`config.mk`:
```
export PLATFORM = sky130hd
export DESIGN_NAME = bidir_bus_ctrl
export DESIGN_NICKNAME = d
export VERILOG_FILES = /design/src/rtl/bidir_bus_pkg.sv /design/src/rtl/bidir_bus_timer.sv /design/src/rtl/bidir_bus_ctrl.sv
export SDC_FILE = /design/constraint.sdc
export NUM_CORES = 1
export LEC_CHECK = 0
export CORE_UTILIZATION = 40
export CTS_CLUSTER_SIZE = 40
export DETAILED_ROUTE_END_ITERATION = 7
export PLACE_DENSITY = 0.73
export SETUP_SLACK_MARGIN = 0.4
export SLEW_MARGIN = 20
export SYNTH_ARGS = -nofsm -noshare
export SYNTH_HDL_FRONTEND = slang
export SYNTH_SLANG_ARGS = --single-unit
```
`constraint.sdc`:
```
create_clock -name CLK -period 1.5 [get_ports CLK]
set_input_delay 0.225 -clock CLK [delete_from_list [all_inputs] [get_ports CLK]]
set_output_delay 0.225 -clock CLK [all_outputs]
set_load 0.01 [all_outputs]
```
`src/rtl/bidir_bus_pkg.sv`:
```
// Shared constants and state encoding for the bidirectional buffer sequencer.
package bidir_bus_pkg;

  localparam logic [1:0] ST_IDLE   = 2'd0;
  localparam logic [1:0] ST_TURN   = 2'd1;
  localparam logic [1:0] ST_SETTLE = 2'd2;
  localparam logic [1:0] ST_FIN    = 2'd3;

  localparam logic DIR_UP   = 1'b1;  // A -> B, write
  localparam logic DIR_DOWN = 1'b0;  // B -> A, read

  localparam int unsigned TURN_CYC_DEF = 2;
  localparam int unsigned HOLD_CYC_DEF = 1;

  typedef enum logic [1:0] {
    IDLE   = ST_IDLE,
    TURN   = ST_TURN,
    SETTLE = ST_SETTLE,
    FIN    = ST_FIN
  } state_e;

endpackage

```
`src/rtl/bidir_bus_timer.sv`:
```
// Loadable down-counter with a registered zero flag; stops at zero (no wrap).
module bidir_bus_timer #(
  parameter int unsigned W = 2
) (
  input  logic         clk_i,
  input  logic         rst_i,
  input  logic         load_i,
  input  logic [W-1:0] load_val_i,
  input  logic         dec_i,
  output logic         zero_o
);

  logic [W-1:0] count_q, count_d;
  logic         zero_q;

  // Next count: load wins over decrement, decrement saturates at zero.
  always_comb begin
    count_d = count_q;
    if (load_i) begin
      count_d = load_val_i;
    end else if (dec_i && (count_q != '0)) begin
      count_d = count_q - W'(1);
    end
  end

  // Count and zero flag registers.
  always_ff @(posedge clk_i) begin
    if (rst_i) begin
      count_q <= '0;
      zero_q  <= 1'b1;
    end else begin
      count_q <= count_d;
      zero_q  <= (count_d == '0);
    end
  end

  assign zero_o = zero_q;

endmodule

```
`src/rtl/bidir_bus_ctrl.sv`:
```
// Transfer sequencer driving CE/SR and A-side data of the 8-bit bidirectional buffer.
module bidir_bus_ctrl
  import bidir_bus_pkg::*;
#(
  parameter int unsigned WIDTH    = 8,
  parameter int unsigned TURN_CYC = TURN_CYC_DEF,
  parameter int unsigned HOLD_CYC = HOLD_CYC_DEF
) (
  input  logic             CLK,
  input  logic             RST,
  input  logic             REQ,
  input  logic             DIR,
  input  logic [WIDTH-1:0] WDATA,
  output logic             BUSY,
  output logic             DONE,
  output logic [WIDTH-1:0] RDATA,
  output logic             CE,
  output logic             SR,
  output logic [WIDTH-1:0] A,
  input  logic [WIDTH-1:0] AOUT
);

  localparam int unsigned MAX_CYC = (TURN_CYC > HOLD_CYC) ? TURN_CYC : HOLD_CYC;
  localparam int unsigned CNT_W   = $clog2(MAX_CYC + 1);
  localparam logic [CNT_W-1:0] TURN_LOAD = CNT_W'(TURN_CYC - 1);
  localparam logic [CNT_W-1:0] HOLD_LOAD = CNT_W'(HOLD_CYC - 1);

  state_e           state_q, state_d;
  logic             dir_q, dir_d;
  logic             first_q, first_d;
  logic             ce_q, ce_d;
  logic             sr_q, sr_d;
  logic             busy_q, busy_d;
  logic             done_q, done_d;
  logic [WIDTH-1:0] a_q, a_d;
  logic [WIDTH-1:0] rdata_q, rdata_d;

  logic             tmr_load;
  logic             tmr_dec;
  logic [CNT_W-1:0] tmr_val;
  logic             tmr_zero;

  // Shared window timer for both TURN and SETTLE; reloaded on every state entry.
  bidir_bus_timer #(
    .W (CNT_W)
  ) u_timer (
    .clk_i      (CLK),
    .rst_i      (RST),
    .load_i     (tmr_load),
    .load_val_i (tmr_val),
    .dec_i      (tmr_dec),
    .zero_o     (tmr_zero)
  );

  // Next-state, timer control and next values of the registered outputs.
  always_comb begin
    state_d  = state_q;
    dir_d    = dir_q;
    first_d  = first_q;
    sr_d     = sr_q;
    a_d      = a_q;
    rdata_d  = rdata_q;
    tmr_load = 1'b0;
    tmr_dec  = 1'b0;
    tmr_val  = '0;

    case (state_q)
      IDLE: begin
        if (REQ) begin
          dir_d    = DIR;
          sr_d     = DIR;
          a_d      = (DIR == DIR_UP) ? WDATA : '0;
          first_d  = 1'b0;
          tmr_load = 1'b1;
          // A direction change (or the first transfer) needs a CE-low gap.
          if ((DIR != sr_q) || first_q) begin
            state_d = TURN;
            tmr_val = TURN_LOAD;
          end else begin
            state_d = SETTLE;
            tmr_val = HOLD_LOAD;
          end
        end
      end
      TURN: begin
        if (tmr_zero) begin
          state_d  = SETTLE;
          tmr_load = 1'b1;
          tmr_val  = HOLD_LOAD;
        end else begin
          tmr_dec = 1'b1;
        end
      end
      SETTLE: begin
        if (tmr_zero) begin
          state_d  = FIN;
          tmr_load = 1'b1;
          if (dir_q == DIR_DOWN) begin
            rdata_d = AOUT;
          end
        end else begin
          tmr_dec = 1'b1;
        end
      end
      FIN: begin
        state_d  = IDLE;
        tmr_load = 1'b1;
      end
      default: begin
        state_d = IDLE;
      end
    endcase

    ce_d   = (state_d == SETTLE);
    busy_d = (state_d != IDLE);
    done_d = (state_d == FIN);
  end

  // State and output registers; synchronous reset overrides everything.
  always_ff @(posedge CLK) begin
    if (RST) begin
      state_q <= IDLE;
      dir_q   <= DIR_DOWN;
      first_q <= 1'b1;
      ce_q    <= 1'b0;
      sr_q    <= 1'b0;
      busy_q  <= 1'b0;
      done_q  <= 1'b0;
      a_q     <= '0;
      rdata_q <= '0;
    end else begin
      state_q <= state_d;
      dir_q   <= dir_d;
      first_q <= first_d;
      ce_q    <= ce_d;
      sr_q    <= sr_d;
      busy_q  <= busy_d;
      done_q  <= done_d;
      a_q     <= a_d;
      rdata_q <= rdata_d;
    end
  end

  assign CE    = ce_q;
  assign SR    = sr_q;
  assign A     = a_q;
  assign BUSY  = busy_q;
  assign DONE  = done_q;
  assign RDATA = rdata_q;

endmodule

```
# Word-level counts from Yosys, hierarchy flattened
# Cells that the tools add are included.
# classes
n_eq_ne,6
add_sub_neg,1
n_bitwise,1
reduce_logical,9
muxes,16
# op_table
op,count
2-bit 2-to-1 mux,6
"2-bit == test, second input constant",4
8-bit 2-to-1 mux,1
2-bit case mux with 4 select lines,1
1-bit 2-to-1 mux,7
2-bit logical NOT,2
2-bit nonzero test,2
1-bit case mux with 3 select lines,1
3-bit AND reduction,1
"2-bit by 1-bit == test with 1-bit output, second input constant",1
2-bit AND reduction,1
2-bit OR reduction,1
"2-bit by 1-bit subtractor with 2-bit output, second input constant",1
1-bit logical AND,1
1-bit logical OR,1
1-bit inequality test,1
1-bit NOT,1
# word_totals
elab_cells,43
out_inout_bits,20
in_bits,20
regBits,26

# Longest topological paths before layout
# Gate-level depths: netlist of run 1.
# logic_depth
word_depth,7
depth_mapped,7
ltp_nobuf,5

# Cells and area by module
# Synthesis of run 1 repeated with hierarchy kept, for this count alone.
# unflattened
hier_cells,134
hier_area_um2,1143.6
# by_module_without_submodules
module,cells_per_inst,instances,seq_area_each_um2,area_each_um2
bidir_bus_ctrl,116,1,460.4,958.4
bidir_bus_timer,18,1,60.1,185.2

# Worst setup path after synthesis of run 1
# Ideal clock, no wire load.
# synth_timing
kind,flip-flop to flip-flop
startpoint,register state_q[0]
endpoint,register u_timer.zero_q (netlist: u_timer.zero_o)
setup_time_ns,0.117
required_time_ns,1.383
path_buffers,1
arrival_ns,1.451
path_slack_ns,-0.068
synth_period_minus_slack_ns,1.568
path_stages_with_launch,7
cell_sequence,dfxtp_1 inv_1 ha_1 buf_6 nor2b_4 or3_1 o22a_1
# synth_between
elab_chain_cells,7
word_cells_on_any_way,12
classes_between,3 x eq/ne; 5 x mux; 4 x reduce/logical
# synth_rtl
item,line,source
start: declaration,bidir_bus_ctrl.sv:28,"state_e state_q, state_d;"
start signal: assignment,bidir_bus_ctrl.sv:132,state_q <= state_d;
2-bit == test or 2-bit by 1-bit == test with 1-bit output (tied branches),bidir_bus_ctrl.sv:67,case (state_q)
2-bit OR reduction (no line),n/a,
1-bit 2-to-1 mux,n/a,
1-bit logical AND,bidir_bus_timer.sv:21,end else if (dec_i && (count_q != '0)) begin
2-bit 2-to-1 mux,bidir_bus_timer.sv:21,
2-bit 2-to-1 mux *,bidir_bus_timer.sv:19,if (load_i) begin
2-bit logical NOT *,bidir_bus_timer.sv:33,zero_q <= (count_d == '0);
end signal: assignment,bidir_bus_timer.sv:33,
end: declaration,bidir_bus_timer.sv:14,logic zero_q;
# Mark *: on every way between the ends. The rest lies on a longest branch, timed or not.
# A chain may end at the register's enable or synchronous reset.

# Worst setup path after layout of run 1
# layout_timing
startpoint,register state_q[1]
endpoint,register u_timer.zero_q (netlist: u_timer.zero_o)
# Same word-level chain as after synthesis.

==> metrics.txt, run 1 <==
Slew Limit Headroom=76.6%; unrepaired setup endpoints after global routing=true; DRT iter0 DRCs=35; CTS H-tree depth=1; Sequential Power Share=34.0%; Peak VDD IR=1.08 mV; PD cells=1420 mW/mm^2; CP max stage cell=dfxtp_4; Pleak=0.837 nW; CP peak stage delay=390 ps; Switching Share=32.7%; Max Cap Viol=0; area leader, netlist=dfxtp_1; row cnt=19; internal reg-to-reg setup slack=50 ps; NetSw=0.000863 W; IO Port Bufs=39; setup ws final=53.6 ps; RePlAce Congestion=0.769; YS warnings=0; DRC Markers=0; number of buffers created by CTS=3; Critical Path End Type=flip-flop; critical path type=flip-flop to flip-flop; Slew Limit Fails=0; WL final=3010 um; num ports=40; post-DP HPWL=1910 um; syn avg cell area=9.84 um^2; Comb pwr share=47.9%; share of the synthesized area in the top cell type=44.4%; Hold Violations, Final=0; layout cells sized above 1=52.0%; Clock Path Buffers=2; worst skew pair latency=320 ps; Via density=5.26; Post-synth EDFFs=0; met1 wire length=1300 um; root buf cell=clkbuf_4; Final Cycle Share=96.4%; largest net degree at the start of global routing=25; vias in the first global route=1001; CORE AREA=0.00276 mm^2; dpl ws=-94.1 ps; first-pass detailed-route iteration total=4; Post-Synthesis Cells=119; overall power=0.00264 W; sequential fraction of the synthesis area=44.4%; outcome=finished, final reports clean; die height=56.1 um; Worst-path clk slew=140 ps; synth cell count leaders=dfxtp_1, a21oi_1, nand2_1, mux2i_1, nor2_1; initial antenna violation count=0; Final Skew=1.48 ps; syn_nets=145; async set or reset register ratio after synthesis=0%; TritonCTS clock tree=done; met3 WL post-DR=135 um; Hold Crit Class=input port to flip-flop; arrival time worst endpoint=1670 ps; #FFs+latches synth=26; Area growth syn-to-layout=59.2%; crit-path cells=inv_4, ha_4, nor2b_4, or3_1, o22a_1; Tmin final=1450 ps; Final ANT Viol Nets=0; Reg area=551 um^2; Crit path max-delay family=simple AND/OR/NAND/NOR gates; Diodes inserted=0; Fmax=0.691 GHz; met2 WL=1530 um; first-pass GRT wire length=4570 um; GRT overflow=0; Synth cell types=33; Starting Density=42.5%; final setup violation count=0; WP buf/inv=1; fill cell count=230; top-count cell post-synth=dfxtp_1; number of hold buffers added after CTS=0; CP Launch Type=flip-flop; routed via count=1084; worst-path maximum fanout=8; worst slew pin tran=350 ps; Die ar.=0.00315 mm^2; top post-synthesis cells by area=dfxtp_1, mux2i_1, ha_1; clk sinks=26; internal power=0.00178 W; nets=202; Max Used Layer=met4; Top FF cell, synth=dfxtp_1; DIE WIDTH=56.1 um; Post-Syn Area=0.00117 mm^2; CP Data Required Time=1720 ps; area of the multi-input gates=707 um^2; Tot GR Track Use=18.5%; Clock Power Share=18.1%; Avg WL per Cell=14.6 um
[through the flow]
| stage | cells | utilization [%] | TNS [ps] | cell area, um^2 | hold WS, ps |
|---|---|---|---|---|---|
| after detailed placement | 186 | 60.4 | -154 | 1670 | 447 |
| after global placement | 186 | 60.4 | -32.0 | 1670 | 438 |
| after global routing | 206 | 67.6 | 0 | 1860 | 456 |
| final | 206 | 67.6 | 0 | 1860 | 455 |
| after floorplan | 119 | - | 0 | 1250 | 369 |
| after CTS | 201 | 63.7 | 0 | 1760 | 447 |
[cell type report]
| type | count | area share [%] |
|---|---|---|
| clock inverter | 1 | 1.61 |
| timing repair buffer | 61 | 26.4 |
| multi-input combinational | 80 | 37.9 |
| sequential | 26 | 29.5 |
| inverter | 4 | 1.21 |
| tap | 31 | 2.08 |
| clock buffer | 3 | 1.21 |
[final timing paths]
check | startpoint | to | depth (start not counted)
max | state_q[1] | u_timer.zero_o | 5
min | WDATA[1] | A[1] | 3
max reg2reg | state_q[1] | u_timer.zero_o | 5
min reg2reg | A[7] | A[7] | 2
[metal layers]
layer | up-vias | GRT usage (%)
li1 | 530 | -
met1 | 518 | 21.6
met2 | 30 | 31.5
met3 | 6 | 4.42
met4 | 0 | 9.41
met5 | - | 0
[flip-flops by register name (all words and copies together) (netlist names), 2 cells and up]
register / count
A: 8
u_timer.count_q: 2
RDATA: 8
state_q: 2
[repair_timing]
item	4_1_cts	5_1_grt
endpoints found under the setup margin	46	27
cloned	0	2
pin swaps	8	13
gates resized for setup	102	23
setup buffers	11	3
[worst reg2reg max path: stages, from the launching register on]
cell,delay (ps)
dfxtp_4,390
inv_4,50
ha_4,180
nor2b_4,130
or3_1,370
o22a_1,230
[cells in the final DEF, fill, tap and decap left out, types with 5 or more instances in the layout]
| cell type | instances |
|---|---|
| nand2_1 | 8 |
| a21oi_2 | 5 |
| buf_4 | 15 |
| buf_2 | 19 |
| nand4_1 | 8 |
| dfxtp_2 | 18 |
| clkdlybuf4s50_1 | 18 |
| dfxtp_1 | 6 |
| buf_6 | 6 |
| a21oi_1 | 6 |
| nor2_1 | 8 |
| mux2i_1 | 8 |
[power by group through the flow]
stage	clock [W]	combinational [W]	sequential, W
floorplan	0	0.000631	0.000939
global placement	0	0.000954	0.000901
detailed placement	0	0.000981	0.000908
CTS	0.000491	0.00106	0.000894
global route	0.000520	0.00135	0.000915
finish	0.000478	0.00127	0.000899
[logic make-up (layout without fill, tap and decap cells)]
group                    after synthesis  in the layout  share of synthesized area (%)
flip-flops                            26             26                           44.4
adder cells (fa/ha/maj)                6              6                           6.41
multiplexers                          11             11                           9.62
buffers and inverters                 13             69                           5.88
AND/OR/NAND/NOR                       39             39                           19.4
XOR/XNOR                               2              2                           1.50
AO/OA/AOI/OAI                         22             22                           12.7
No activity file was read; power rests on OpenSTA's default activity.
==> run 2: changes to the inputs <==
CORE_UTILIZATION = 42   (was 40)
CTS_BUF_LIST = sky130_fd_sc_hd__clkbuf_8   (was unset)
CTS_CLUSTER_SIZE = 8   (was 40)
PLACE_DENSITY = 0.76   (was 0.73)
==> metrics.txt, run 2 (synthesized netlist as in run 1, its figures left out) <==
worst slew pin tran=327 ps (-23.8 ps); Comb pwr share=43.2% (-4.7 points); Tmin final=1420 ps (-23.9 ps); Pleak=0.765 nW (-8.6%); DRT iter0 DRCs=11 (-69%); number of buffers created by CTS=3 (unchanged); unrepaired setup endpoints after global routing=true; Critical Path End Type=flip-flop; arrival time worst endpoint=1640 ps (-30 ps); TritonCTS clock tree=done; clk sinks=26 (unchanged); Sequential Power Share=34.5% (+0.5 points); Switching Share=31.6% (-1.0 points); vias in the first global route=959 (-4.2%); Fmax=0.703 GHz (+1.7%); worst r2r path cells=5 (unchanged); Via density=5.31 (+0.84%); outcome=finished, final reports clean; Peak VDD IR=1.04 mV (-3.4%); Hold EP=A[0]; GRT overflow=0 (unchanged); Placed Cells=186 (unchanged); NetSw=0.000816 W (-5.5%); CTS H-tree depth=1 (unchanged); first-pass GRT wire length=4040 um (-11%); Final Cycle Share=94.8% (-1.6 points); setup ws final=77.5 ps (+23.9 ps); non-filler instance count after layout=196 (-4.9%); Die ar.=0.00300 mm^2 (-4.6%); nets=193 (-4.5%); Slew Limit Headroom=78.2% (+1.6 points); final setup violation count=0 (unchanged); Area growth syn-to-layout=50.7%; Worst-path clk slew=90 ps (-50 ps); worst r2r src=state_q[1]; RePlAce Congestion=0.749 (-2.5%); row cnt=18 (-1); CORE AREA=0.00254 mm^2 (-7.7%); internal power=0.00176 W (-0.98%); WL final=2860 um (-5.2%); CP Launch Type=flip-flop; worst-path maximum fanout=3 (-5); Slew Limit Fails=0 (unchanged); Max Cap Viol=0 (unchanged); Clock Power Share=22.3% (+4.2 points); layout cells sized above 1=37.3% (-15 points); DRC Markers=0 (unchanged); number of hold buffers added after CTS=0 (unchanged); initial antenna violation count=0 (unchanged); first-pass detailed-route iteration total=5 (+1); Starting Density=46.0% (+3.5 points); Final Skew=6.46 ps (+4.98 ps); worst skew pair latency=270 ps (-50 ps); post-DP HPWL=1980 um (+3.6%); internal reg-to-reg setup slack=80 ps (+20 ps); Hold Crit Class=flip-flop to flip-flop; reg-to-reg endpoint=u_timer.zero_o; Clock Path Buffers=2 (unchanged); die height=54.8 um (-2.3%); Tot GR Track Use=19.5% (+0.97 points); dpl ws=-43.5 ps (+50.6 ps); Avg WL per Cell=14.6 um (-0.38%); most frequent cells in the layout=dfxtp_1, clkdlybuf4s50_1, clkbuf_2, nand2_1; PD cells=1460 mW/mm^2 (+3.0%); CP Data Required Time=1710 ps (about the same); Hold Violations, Final=0 (unchanged); IO Port Bufs=39 (unchanged); critical path type=flip-flop to flip-flop; fill cell count=208 (-9.6%); Diodes inserted=0 (unchanged); num ports=40 (unchanged); Final ANT Viol Nets=0 (unchanged); largest net degree at the start of global routing=25 (unchanged); Worst Hold Launch=A[0]; routed via count=1040 (-4.1%); Hold Path Stages=2 (-1); root buf cell=clkbuf_8; DIE WIDTH=54.8 um (-2.3%)
[run 2: layout make-up]
class                   instances  area [um^2]  share of cell area (%)
repair buffers                 52          439                    24.9
clock inverters                 1         30.0                    1.70
multi-input cells              80          662                    37.5
clock buffers                   3         41.3                    2.34
flip-flops and latches         26          536                    30.3
well taps                      30         37.5                    2.13
inverters                       4         20.0                    1.13
[run 2: critical path, stage by stage, from the launching register on]
cell and delay [ps]:
dfxtp_4 370, inv_4 50, ha_4 260, nor3b_4 260, mux2i_1 270, o22a_1 150
[run 2: power groups by stage]
stage                     combinational, W  clock, W  sequential (W)
after floorplan                   0.000631         0        0.000939
after global placement            0.000957         0        0.000901
after detailed placement          0.000992         0        0.000908
after CTS                          0.00105  0.000581        0.000888
after global routing               0.00119  0.000623        0.000906
final                              0.00111  0.000574        0.000890
[run 2: repair_timing]
action / 4_1_cts / 5_1_grt
setup endpoints to repair: 46 / 43
pin swaps: 6 / 5
gates resized for setup: 49 / 30
gates cloned: 0 / 2
setup buffers: 4 / 0
[run 2: per-stage QoR]
step	utilization [%]	setup TNS, ps	power, W	area (um^2)	hold slack [ps]
2_1_floorplan	-	0	0.00157	1250	369
3_3_place_gp	65.7	-10.1	0.00186	1670	437
3_5_place_dp	65.7	-43.5	0.00190	1670	449
4_1_cts	70.5	0	0.00252	1790	462
5_1_grt	69.4	0	0.00272	1770	475
6_report	69.4	0	0.00258	1770	460
[run 2: worst max-delay path by stage]
stage,start,to,slack [ps],cells after the start
2_1_floorplan,state_q[0],u_timer.zero_o,70,6
3_3_place_gp,REQ,u_timer.zero_o,-10,4
3_5_place_dp,REQ,u_timer.zero_o,-40,4
4_1_cts,state_q[1],u_timer.zero_o,80,5
5_1_grt,state_q[1],u_timer.zero_o,20,5
6_report,state_q[1],u_timer.zero_o,80,5
[run 2: per-layer routing]
metal	global-route usage, %	routed length, um
met5	0	0
met4	8.12	24
met3	6.39	160
met2	32.9	1450
met1	22.2	1230
